--- src/rtl/hba_gpiox_pkg.sv ---
// Shared definitions for the HBA GPIO controller: register function codes,
// address field widths, debounce counter width and bus FSM encoding.
package hba_gpiox_pkg;

  localparam int FUNC_W = 3;
  localparam int BANK_W = 3;
  localparam int DEB_W  = 8;

  typedef enum logic [FUNC_W-1:0] {
    FN_DIR     = 3'd0,
    FN_PINS    = 3'd1,
    FN_INTR_EN = 3'd2,
    FN_RISE_EN = 3'd3,
    FN_FALL_EN = 3'd4,
    FN_STATUS  = 3'd5,
    FN_DEB     = 3'd6,
    FN_RSVD    = 3'd7
  } func_t;

  typedef enum logic [1:0] {
    BUS_IDLE = 2'd0,
    BUS_ACK  = 2'd1,
    BUS_WAIT = 2'd2
  } bus_state_t;

endpackage

--- src/rtl/hba_gpiox_pin.sv ---
// One GPIO input lane: 2-flop synchroniser, tick-based debounce filter and
// edge detection qualified by direction and per-edge enables.
module hba_gpiox_pin
  import hba_gpiox_pkg::*;
(
  input  logic             hba_clk,
  input  logic             hba_reset,
  input  logic             tick,
  input  logic             pad,
  input  logic [DEB_W-1:0] deb_ticks,
  input  logic             dir,
  input  logic             rise_en,
  input  logic             fall_en,
  output logic             filt,
  output logic             rise,
  output logic             fall
);

  logic             s1;
  logic             s2;
  logic             filt_prev;
  logic [DEB_W-1:0] cnt;
  logic [DEB_W:0]   cnt_inc;

  // One extra bit so a counter left above a lowered threshold still compares true.
  assign cnt_inc = {1'b0, cnt} + (DEB_W + 1)'(1);

  always_ff @(posedge hba_clk or negedge hba_reset) begin
    if (!hba_reset) begin
      s1        <= 1'b0;
      s2        <= 1'b0;
      filt      <= 1'b0;
      filt_prev <= 1'b0;
      cnt       <= '0;
    end else begin
      s1        <= pad;
      s2        <= s1;
      filt_prev <= filt;
      if (deb_ticks == '0) begin
        filt <= s2;
        cnt  <= '0;
      end else if (s2 == filt) begin
        cnt <= '0;
      end else if (tick) begin
        if (cnt_inc >= {1'b0, deb_ticks}) begin
          filt <= s2;
          cnt  <= '0;
        end else begin
          cnt <= cnt_inc[DEB_W-1:0];
        end
      end
    end
  end

  assign rise = filt & ~filt_prev & rise_en & ~dir;
  assign fall = ~filt & filt_prev & fall_en & ~dir;

endmodule

--- src/rtl/hba_gpiox.sv ---
// HBA bus GPIO controller: banked register file behind a single-ack bus FSM,
// per-pin filtered inputs and a sticky write-1-to-clear interrupt status.
module hba_gpiox
  import hba_gpiox_pkg::*;
#(
  parameter int DBUS_WIDTH        = 8,
  parameter int PERIPH_ADDR_WIDTH = 4,
  parameter int REG_ADDR_WIDTH    = 8,
  parameter int ADDR_WIDTH        = PERIPH_ADDR_WIDTH + REG_ADDR_WIDTH,
  parameter int PERIPH_ADDR       = 0,
  parameter int NUM_PINS          = 16,
  parameter int PRESCALE_LOG2     = 10
) (
  input  logic                  hba_clk,
  input  logic                  hba_reset,
  input  logic                  hba_rnw,
  input  logic                  hba_select,
  input  logic [ADDR_WIDTH-1:0] hba_abus,
  input  logic [DBUS_WIDTH-1:0] hba_dbus,
  output logic [DBUS_WIDTH-1:0] hba_dbus_out,
  output logic                  hba_xferack_out,
  output logic                  interrupt_out,
  output logic [NUM_PINS-1:0]   gpio_out_en,
  output logic [NUM_PINS-1:0]   gpio_out_sig,
  input  logic [NUM_PINS-1:0]   gpio_in_sig
);

  localparam int NUM_BANKS = (NUM_PINS + DBUS_WIDTH - 1) / DBUS_WIDTH;

  bus_state_t            bus_state, bus_state_d;
  func_t                 func;
  logic [BANK_W-1:0]     bank;
  logic                  match, bank_ok, wr_en;
  logic                  unused_abus;
  logic [PRESCALE_LOG2-1:0] presc;
  logic                  tick;
  logic [NUM_PINS-1:0]   dir_q, out_q, ien_q, rise_q, fall_q, status_q;
  logic [NUM_PINS-1:0]   filt_v, rise_v, fall_v, clr_mask, pins_view;
  logic [DEB_W-1:0]      deb_q, deb_wr;
  logic [DBUS_WIDTH-1:0] deb_rd, rdata;

  function automatic logic [DBUS_WIDTH-1:0] bank_slice(input logic [NUM_PINS-1:0] v,
                                                       input logic [BANK_W-1:0]  b);
    logic [DBUS_WIDTH-1:0] r;
    r = '0;
    for (int i = 0; i < NUM_PINS; i++)
      if (b == BANK_W'(i / DBUS_WIDTH)) r[i % DBUS_WIDTH] = v[i];
    return r;
  endfunction

  function automatic logic [NUM_PINS-1:0] bank_merge(input logic [NUM_PINS-1:0]   v,
                                                     input logic [BANK_W-1:0]     b,
                                                     input logic [DBUS_WIDTH-1:0] d);
    logic [NUM_PINS-1:0] r;
    r = v;
    for (int i = 0; i < NUM_PINS; i++)
      if (b == BANK_W'(i / DBUS_WIDTH)) r[i] = d[i % DBUS_WIDTH];
    return r;
  endfunction

  assign match       = hba_select &&
                       (hba_abus[ADDR_WIDTH-1:REG_ADDR_WIDTH] == PERIPH_ADDR_WIDTH'(PERIPH_ADDR));
  assign func        = func_t'(hba_abus[5:3]);
  assign bank        = hba_abus[2:0];
  assign bank_ok     = int'(bank) < NUM_BANKS;
  assign unused_abus = ^hba_abus[REG_ADDR_WIDTH-1:6];
  assign wr_en       = (bus_state == BUS_IDLE) && match && !hba_rnw && bank_ok;
  assign clr_mask    = (wr_en && func == FN_STATUS) ?
                       bank_merge({NUM_PINS{1'b0}}, bank, hba_dbus) : {NUM_PINS{1'b0}};
  assign pins_view   = (dir_q & out_q) | (~dir_q & filt_v);

  always_comb begin
    deb_wr = deb_q;
    deb_rd = '0;
    for (int k = 0; k < DBUS_WIDTH && k < DEB_W; k++) begin
      deb_wr[k] = hba_dbus[k];
      deb_rd[k] = deb_q[k];
    end
  end

  always_ff @(posedge hba_clk or negedge hba_reset) begin
    if (!hba_reset) presc <= '0;
    else            presc <= presc + PRESCALE_LOG2'(1);
  end
  assign tick = &presc;

  // HBA handshake: a transfer is requested while hba_select is high with a matching
  // address; the slave answers with hba_xferack_out for exactly one cycle (read data
  // valid in that cycle, write committed on the edge entering it) and then ignores
  // the bus until hba_select drops, so one select period yields one transfer.
  always_ff @(posedge hba_clk or negedge hba_reset) begin
    if (!hba_reset) bus_state <= BUS_IDLE;
    else            bus_state <= bus_state_d;
  end

  always_comb begin
    bus_state_d     = bus_state;
    hba_xferack_out = 1'b0;
    hba_dbus_out    = '0;
    case (bus_state)
      BUS_IDLE: if (match) bus_state_d = BUS_ACK;
      BUS_ACK: begin
        hba_xferack_out = 1'b1;
        if (hba_rnw) hba_dbus_out = rdata;
        bus_state_d = BUS_WAIT;
      end
      BUS_WAIT: if (!hba_select) bus_state_d = BUS_IDLE;
      default:  bus_state_d = BUS_IDLE;
    endcase
  end

  always_comb begin
    rdata = '0;
    if (bank_ok) begin
      case (func)
        FN_DIR:     rdata = bank_slice(dir_q, bank);
        FN_PINS:    rdata = bank_slice(pins_view, bank);
        FN_INTR_EN: rdata = bank_slice(ien_q, bank);
        FN_RISE_EN: rdata = bank_slice(rise_q, bank);
        FN_FALL_EN: rdata = bank_slice(fall_q, bank);
        FN_STATUS:  rdata = bank_slice(status_q, bank);
        FN_DEB:     if (bank == '0) rdata = deb_rd;
        default:    rdata = '0;
      endcase
    end
  end

  always_ff @(posedge hba_clk or negedge hba_reset) begin
    if (!hba_reset) begin
      dir_q        <= '0;
      out_q        <= '0;
      ien_q        <= '0;
      rise_q       <= '0;
      fall_q       <= '0;
      status_q     <= '0;
      deb_q        <= '0;
      gpio_out_en  <= '0;
      gpio_out_sig <= '0;
    end else begin
      if (wr_en) begin
        case (func)
          FN_DIR:     dir_q  <= bank_merge(dir_q, bank, hba_dbus);
          FN_PINS:    out_q  <= bank_merge(out_q, bank, hba_dbus);
          FN_INTR_EN: ien_q  <= bank_merge(ien_q, bank, hba_dbus);
          FN_RISE_EN: rise_q <= bank_merge(rise_q, bank, hba_dbus);
          FN_FALL_EN: fall_q <= bank_merge(fall_q, bank, hba_dbus);
          FN_DEB:     if (bank == '0) deb_q <= deb_wr;
          default:    ;
        endcase
      end
      // New events are OR-ed in after the clear so a same-cycle set wins.
      status_q     <= (status_q & ~clr_mask) | rise_v | fall_v;
      gpio_out_en  <= dir_q;
      gpio_out_sig <= out_q;
    end
  end

  assign interrupt_out = |(status_q & ien_q);

  for (genvar g = 0; g < NUM_PINS; g++) begin : g_pin
    hba_gpiox_pin u_pin (
      .hba_clk   (hba_clk),
      .hba_reset (hba_reset),
      .tick      (tick),
      .pad       (gpio_in_sig[g]),
      .deb_ticks (deb_q),
      .dir       (dir_q[g]),
      .rise_en   (rise_q[g]),
      .fall_en   (fall_q[g]),
      .filt      (filt_v[g]),
      .rise      (rise_v[g]),
      .fall      (fall_v[g])
    );
  end

endmodule

--- config.mk ---
export PLATFORM = sky130hd
export DESIGN_NAME = hba_gpiox
export DESIGN_NICKNAME = d
export VERILOG_FILES = /design/src/rtl/hba_gpiox_pkg.sv /design/src/rtl/hba_gpiox_pin.sv /design/src/rtl/hba_gpiox.sv
export SDC_FILE = /design/constraint.sdc
export NUM_CORES = 1
export LEC_CHECK = 0
export ABC_AREA = 0
export CAP_MARGIN = 15
export CORE_ASPECT_RATIO = 0.75
export CORE_MARGIN = 3
export CORE_UTILIZATION = 52
export CTS_BUF_LIST = sky130_fd_sc_hd__clkbuf_8
export DETAILED_ROUTE_END_ITERATION = 16
export DONT_BUFFER_PORTS = 1
export GPL_TIMING_DRIVEN = 0
export HOLD_SLACK_MARGIN = 0.05
export PLACE_DENSITY = 0.67
export SETUP_SLACK_MARGIN = 0.3
export SYNTH_ARGS = -nofsm -noshare
export SYNTH_HDL_FRONTEND = slang
export SYNTH_SLANG_ARGS = --single-unit
--- constraint.sdc ---
create_clock -name hba_clk -period 8.2 [get_ports hba_clk]
set_clock_uncertainty 0.2 [all_clocks]
set_input_delay 0.41 -clock hba_clk [delete_from_list [all_inputs] [get_ports hba_clk]]
set_output_delay 0.41 -clock hba_clk [all_outputs]
set_load 0.05 [all_outputs]
# --- After elaboration in Yosys (flattened, before gate mapping) ---
# Cells that the tools add are included.
classes:
  div_mod_pow: 0
  bitwise: 153
  n_mul: 0
  shift: 0
  add_sub_neg: 17
  mux: 250
  n_lt_le_gt_ge: 17
  reduce_logical: 74
  n_eq_ne: 43
ops:
  columns: ["operator", "count"]
  rows:
  - ["$mux 8", 68]
  - ["$mux 1", 177]
  - ["$add 8x1->9 const B", 16]
  - ["$ge 9x8->1", 16]
  - ["$and 1x1->1", 96]
  - ["$reduce_and 3->1", 27]
  - ["$and 16x16->16", 4]
  - ["$pmux 8 s7", 1]
  - ["$not 1->1", 48]
  - ["$or 16x16->16", 3]
  - ["$reduce_bool 3->1", 16]
  - ["$ne 2x2->1 const B", 17]
  - ["$reduce_bool 2->1", 17]
  - ["$not 16->16", 2]
  - ["$eq 1x1->1", 16]
  - ["$mux 16", 1]
  - ["$reduce_or 16->1", 1]
  - ["$add 10x1->10 const B", 1]
  - ["$reduce_and 10->1", 1]
  - ["$eq 3x3->1 const B", 3]
  - ["$logic_not 8->1", 1]
  - ["$eq 3x1->1 const B", 2]
  - ["$eq 3x2->1 const B", 2]
  - ["$logic_not 3->1", 2]
  - ["other kinds (11)", 16]
totals:
  mem_bits_ro: 0
  in_bits: 40
  out_inout_bits: 42
  ramBits: 0
  memories: 0
  register_bits: 340
  latchBits: 0
  wordCells: 650

# --- Logic depth before layout (Yosys ltp) ---
# Gate-level depths: netlist of run 1.
depth:
  depth_word: 11
  depth_mapped: 13
  depth_no_buf: 13

# --- Hierarchy ---
# Synthesis of run 1 repeated with hierarchy kept, for this count alone.
hier_totals:
  cells_unflattened: 2221
  hier_area_um2: 21371.7
by_module_without_submodules:
  columns: ["mod", "area_per_inst_um2", "seq_area_each_um2", "cells_each", "n_inst"]
  rows:
  - ["hba_gpiox_pin (g_pin[11].u_pin ...)", 932.1, 300.3, 107, 11]
  - ["hba_gpiox", 6518.8, 3703.6, 519, 1]
  - ["hba_gpiox_pin (g_pin[0].u_pin ...)", 930.9, 300.3, 107, 3]
  - ["hba_gpiox_pin (g_pin[8].u_pin ...)", 903.4, 300.3, 102, 2]

# --- Worst setup path before layout of run 1 ---
# No wires, ideal clock.
synth_path:
  path_type: "register -> output"
  startpoint: "reg bus_state[1]"
  endpoint: "out hba_dbus_out[4]"
  arrival_ns: 2.487
  slack_ns: 5.103
  path_buffers: 0
  stages_incl_launch_ff: 4
  t_required_ns: 7.590
  cell_sequence: "dfrtp_1 nor2b_1 nand4_1 a31oi_1"
synth_via:
  elab_chain_len: 2
synth_lines:
  columns: ["item", "line_no", "text"]
  rows:
  - ["start: declaration", "hba_gpiox.sv:30", "bus_state_t bus_state, bus_state_d;"]
  - ["start signal: assignment", "hba_gpiox.sv:93", "else bus_state <= bus_state_d;"]
  - ["$eq 2x1->1", "hba_gpiox.sv:100", "case (bus_state)"]
  - ["$mux 8", "hba_gpiox.sv:100", null]
  - ["end: declaration", "hba_gpiox.sv:20", "output logic [DBUS_WIDTH-1:0] hba_dbus_out,"]
# Every way passes these cells.

# --- Worst setup path in the final report of run 1 ---
# Same ends and word-level chain as after synthesis.

==> flow_summary.toml, run 1 <==
[clocking]
cts_tree = "done"
insertion_delay_ns = 0.62
cts_buffer_depth = 3
cts-root-buf = "clkbuf_8"
cts_hold_buffers = 28
ctsResizeCount = 0
cts_sinks = 340
cts_setup_buffers = 0
path_clk_slew_ns = 0.06
cts_made_buffers = 55
h-tree-depth = 2

[outcome]
outcome = "finished, violations left"
violations = "negative hold slack"

[pwr]
pwr_density_cell_nw_per_um2 = 159
irDropWorstVdd_mv = 0.134
power_mw = 3.36
leakagePower_nw = 10.2

[die]
rows = 60
die_x_um = 227
num_io_pins = 82
initial_core_util = 0.529
dieHeight_um = 172
die_area_um2 = 39000
core_um2 = 36000

[routing]
wire_per_inst_um = 21.7
drtIter0Drc = 1464
via_per_inst = 6.25
ant_nets = 0
wl_mm = 53.4
dr.pass1.iters = 6
vias = 15400
drc = 0

[placement]
dpl_cell_area_um2 = 19600
portBuffers = 0
gp_congestion = 0.981
dp.cells = 2333
detailed_place_hpwl_mm = 36.3

[grt]
gr-total-overflow = 0
gr-usage-met2 = 0.377
grt_pass1_wl_mm = 82.7
gr-usage-met3 = 0.0737
grt_max_degree = 341
grt_util_met1 = 0.414
busiest_layer = "met1"
grt_pass1_vias = 14600
track_usage = 0.272
grt_antenna_before_repair = 0

[critical_path]
critPathKind = "register to output pin"
cp.required_ns = 7.59
cp.arrival_ns = 3.55
critical-path-max-stage-delay_ns = 1.07
crit_buf_inv = 0
rr_worst_depth = 8
timing.rr.end = "g_pin[11].u_pin.cnt[3]$_DFFE_PN0P_"
reg2reg_setup_slack_ns = 4.46
crit_family = "simple AND/OR/NAND/NOR gates"
crit-reg2reg-launch = "deb_q[5]$_DFFE_PN0P_"
crit_path_max_fanout = 8
crit_chain = "nor2b_1 > nand4_1 > a31oi_1"
cp-end-kind = "output pin"
start_kind = "register"
critPathSlowestCell = "a31oi_1"

[sta]
tns_ns = 0
rsz0062_at_grt = "no"
timing.hold.ws_ns = -0.695
worstMarginPinSlew_ns = 1.34
max_slew_margin = 0.109
hold_viol = 340
fmax_mhz = 240
finalCriticalPeriod_ns = 4.16
finalSetupViolCount = 0
finalMaxSlewViolations = 0
min_period_over_period = 0.508

[yosys]
synthesis.nets = 2052
ys.flop_type = "dfrtp_1"
synthDominantCellAreaShare = 0.447
syn_inst = 1867
syn_area_um2 = 19000
ys_warn_count = 0
seq_area_frac_synth = 0.447
yosysTopAreaCell = "dfrtp_1"
synth-async-reset-ratio = 1.00
synth_seq_cells = 340
synth.area.top_cells = "dfrtp_1 (45%), ha_1 (9.5%), mux2_2 (5.8%)"
syn_avg_cell_area_um2 = 10.2
ys_types = 66
synth_edf_count = 0

[finish]
final_nets = 2138
drive_gt1_frac = 0.121
area_delta_synth_final_pct = 10.8
stdcell_count = 2458
diodes = 0
stdcell_area_um2 = 21100
finalCoreUtilization = 0.586

[job]
cap_viol_max_count = 0

[worst_hold_path]
hp-class = "input port to async pin"
[kinds of logic after synthesis]
family                   Yosys count  synth area share
AO/OA/AOI/OAI                    406             0.144
flip-flops                       340             0.447
buffers and inverters             85            0.0195
multiplexers                     118            0.0685
AND/OR/NAND/NOR                  650             0.169
adder cells (fa/ha/maj)          145            0.0953
XOR/XNOR                         123            0.0566
[layout by cell type, fill, tap and decap left out, types with 15 or more instances in the layout]
cell type,n
dfrtp_1,340
nand2_1,230
ha_1,145
nand3_1,115
nor2_1,103
mux2_2,98
a21oi_1,91
xnor2_1,73
clkbuf_8,73
o21ai_0,70
xor2_1,50
a22oi_1,43
inv_1,41
a21o_1,33
clkbuf_1,31
and3_1,29
o22ai_1,29
dlygate4sd3_1,28
buf_2,23
a22o_1,23
a31oi_1,22
nor3_1,21
mux2i_1,20
nand4_1,17
o2bb2ai_1,17
nand2b_1,16
nor2b_1,16
o22a_1,16
a221oi_1,15
[cell usage after synthesis, drive strengths merged (8+ instances only)]
library cell / number
buf: 28
nor2b: 16
or3: 10
nor4b: 15
or4: 12
and3: 29
o2bb2ai: 17
a21o: 33
inv: 26
nor4: 10
mux2: 98
a22o: 23
clkbuf: 31
xor2: 50
nor2: 111
a31oi: 23
nand2b: 16
o22ai: 29
nand2: 230
o22a: 16
nand3: 116
or2: 11
nand4: 17
mux2i: 20
xnor2: 73
nor3: 22
a221oi: 15
a22oi: 43
a21oi: 91
o31ai: 8
and2: 9
dfrtp: 340
ha: 145
a41o: 14
nor3b: 9
o21ai: 71
[sequential cells by signal, indices dropped and copies added, names as in the netlist]
signal / flops
g_pin.u_pin.cnt: 128
dir_q: 16
fall_q: 16
g_pin.u_pin.filt: 16
g_pin.u_pin.filt_prev: 16
g_pin.u_pin.s1: 16
g_pin.u_pin.s2: 16
gpio_out_en: 16
gpio_out_sig: 16
ien_q: 16
out_q: 16
rise_q: 16
status_q: 16
presc: 10
deb_q: 8
bus_state: 2
[report_power, final]
group	leakage [nW]	internal [mW]	switching, mW
logic	4.97	0.0298	0.0598
clock network	0.662	0.855	0.704
registers	4.54	1.69	0.0168
total	10.2	2.58	0.780
[per-layer routing]
metal | up-vias | wire length, um
met1 | 7519 | 24900
met5 | - | 37
met2 | 652 | 22000
met4 | 2 | 1340
li1 | 7067 | -
met3 | 113 | 5110
[stage by stage]
stage / hold slack [ns] / setup slack (ns)
2_1_floorplan: -0.0856 / 5.10
3_3_place_gp: -0.0674 / 4.60
3_5_place_dp: -0.0645 / 4.61
4_1_cts: -0.744 / 4.07
5_1_grt: -0.749 / 3.93
6_report: -0.695 / 4.04
[worst max path at each step]
stage                                  start                            endpoint  cells past startpoint
global placement        deb_q[5]$_DFFE_PN0P_  g_pin[11].u_pin.cnt[3]$_DFFE_PN0P_                      8
global route        bus_state[1]$_DFFE_PN0P_                     hba_dbus_out[1]                      3
floorplan           bus_state[1]$_DFFE_PN0P_                     hba_dbus_out[4]                      3
finish              bus_state[1]$_DFFE_PN0P_                     hba_dbus_out[4]                      3
CTS                 bus_state[1]$_DFFE_PN0P_                     hba_dbus_out[6]                      3
detailed placement      deb_q[6]$_DFFE_PN0P_  g_pin[11].u_pin.cnt[3]$_DFFE_PN0P_                      8
[worst reg2reg max path: stages, from the launching register on]
cell and delay (ns):
dfrtp_1 0.45, inv_1 0.92, ha_1 0.39, and3_1 0.21
a221oi_1 0.25, o21ai_0 0.29, nor3_1 0.64, nand2_1 0.11
a31oi_1 0.19
[final cells by class]
cell class              count  area, um2
fillers                  3068      14900
inverters                  26       97.6
multi-input cells        1442      10200
repair buffers             29        308
clock inverters            24        159
flip-flops and latches    340       8510
clock buffers              73       1000
plain buffers              59        273
well taps                 465        582
Note: power is estimated with default switching activity, not from simulation.
==> run 2, diff against run 1 <==
- clock period: 8.2 -> 4.2 ns (I/O delays scaled with it)
==> run 2 against run 1 <==
Against the previous run: the run still ends with negative hold slack left; clock power rose by 96%; non-clock buffer count grew 25; register-to-register slack worse by 3.9 ns; count of clock-buffer cells in the layout did not move; sequential share of layout area is 0.50 points lower; critical path type unchanged; critical endpoint unchanged; largest power group unchanged; highest routed layer unchanged.
==> flow_summary.toml, run 2 (same netlist as run 1, synthesis figures left out) <==
[grt]
grt_antenna_before_repair = 0
gr-total-overflow = 0
grt_pass1_vias = 14800
grt_max_degree = 341
track_usage = 0.274
grt_pass1_wl_mm = 83.1

[die]
initial_core_util = 0.529
core_um2 = 36000
die_area_um2 = 39000
num_io_pins = 82
dieHeight_um = 172
rows = 60
die_x_um = 227

[outcome]
outcome = "finished, violations left"
violations = "negative hold slack"

[finish]
stdcell_count = 2483
final_nets = 2163
final_common_cell = "dfrtp_1"
regMostFlops = "g_pin.u_pin.cnt"
finalCoreUtilization = 0.594
drive_gt1_frac = 0.120
largest_register_ffs = 128
area_delta_synth_final_pct = 12.2
diodes = 0
nFillCells = 3049
final_cell_mix = "dfrtp_1 (340), nand2_1 (230), ha_1 (145)"

[critical_path]
timing.rr.end = "g_pin[9].u_pin.cnt[6]$_DFFE_PN0P_"
critPathKind = "register to output pin"
crit_chain = "nor2b_1 > nand4_1 > a31oi_1"
path_depth = 3
start_kind = "register"
crit_buf_inv = 0
crit-reg2reg-launch = "deb_q[6]$_DFFE_PN0P_"
endpoint = "hba_dbus_out[4]"
cp-end-kind = "output pin"
critPathLaunch = "bus_state[1]$_DFFE_PN0P_"
critPathSlowestCell = "a31oi_1"
critical-path-max-stage-delay_ns = 1.08
rr_worst_depth = 8
crit_path_max_fanout = 8
crit_family = "simple AND/OR/NAND/NOR gates"
cp.required_ns = 3.79
cp.arrival_ns = 3.59
reg2reg_setup_slack_ns = 0.52

[placement]
gp_congestion = 0.981
detailed_place_hpwl_mm = 36.3
dp.cells = 2333
portBuffers = 0

[routing]
wl_mm = 53.7
ant_nets = 0
drc = 0
dr.pass1.iters = 5
vias = 15400
drtIter0Drc = 1650
wire_per_inst_um = 21.6
via_per_inst = 6.20

[pwr]
irDropWorstVdd_mv = 0.265
pwr_density_cell_nw_per_um2 = 308
leakagePower_nw = 10.3

[clocking]
cts_buffer_depth = 3
h-tree-depth = 2
cts_sinks = 340
cts-root-buf = "clkbuf_8"
cts_hold_buffers = 53
cts_tree = "done"
insertion_delay_ns = 0.62
cts_made_buffers = 55
path_clk_slew_ns = 0.06

[sta]
timing.hold.ws_ns = -0.901
rsz0062_at_grt = "yes"
tns_ns = 0
fmax_mhz = 250
max_slew_margin = 0.0247
finalCriticalPeriod_ns = 4.00
hold_viol = 340
min_period_over_period = 0.952
finalMaxSlewViolations = 0
finalSetupViolCount = 0
worstMarginPinSlew_ns = 1.46

[worst_hold_path]
hp-class = "input port to async pin"

[job]
cap_viol_max_count = 0
run 2: metrics by stage:
step | total power [mW] | area (um2) | setup slack [ns]
floorplan | 3.48 | 19000 | 1.14
global placement | 3.54 | 19600 | 0.604
finish | 6.58 | 21300 | 0.203
detailed placement | 3.54 | 19600 | 0.608
CTS | 6.63 | 21300 | 0.273
global route | 6.80 | 21300 | 0.131
run 2: power breakdown:
group	switching, mW	leakage (nW)	internal, mW
Sequential	0.0331	4.54	3.30
Combinational	0.120	5.07	0.0710
Clock	1.38	0.662	1.67
Total	1.53	10.3	5.04
run 2: worst reg2reg max path: stages, from the launching register on:
cell and delay (ns):
dfrtp_1 0.45, inv_1 0.89, ha_1 0.41, and3_1 0.18, a221oi_1 0.25, o21ai_0 0.30
nor3_1 0.62, a221oi_1 0.16, nor2_1 0.15
run 2: per-layer routing:
layer	share of wire	track usage	vias up
met3	0.096	0.0742	110
met5	0.00075	0.00744	-
li1	-	-	7109
met1	0.47	0.413	7526
met4	0.024	0.0801	2
met2	0.41	0.382	651
run 2: how the worst min path moves through the flow:
stage,end,cells after the start,slack [ns]
2_1_floorplan,bus_state[0]$_DFFE_PN0P_,0,-0.29
6_report,g_pin[2].u_pin.cnt[3]$_DFFE_PN0P_,0,-0.90
4_1_cts,g_pin[2].u_pin.cnt[3]$_DFFE_PN0P_,0,-0.94
3_5_place_dp,g_pin[2].u_pin.cnt[3]$_DFFE_PN0P_,0,-0.26
3_3_place_gp,g_pin[2].u_pin.cnt[3]$_DFFE_PN0P_,0,-0.27
5_1_grt,g_pin[2].u_pin.cnt[1]$_DFFE_PN0P_,0,-0.95
run 2: layout make-up:
type | count | area [um2] | share of cell area
buffer | 59 | 273 | 0.0128
tap | 465 | 582 | 0.0273
inverter | 26 | 101 | 0.00475
sequential | 340 | 8510 | 0.399
clock buffer | 73 | 1000 | 0.0471
multi-input combinational | 1442 | 10200 | 0.476
clock inverter | 24 | 159 | 0.00744
timing repair buffer | 54 | 558 | 0.0261
run 2: repair_timing:
action                                 4_1_cts  5_1_grt
endpoints found under the hold margin      462      340
buffers inserted                             0        0
setup endpoints to repair                    7       11
resized for setup                            0        3
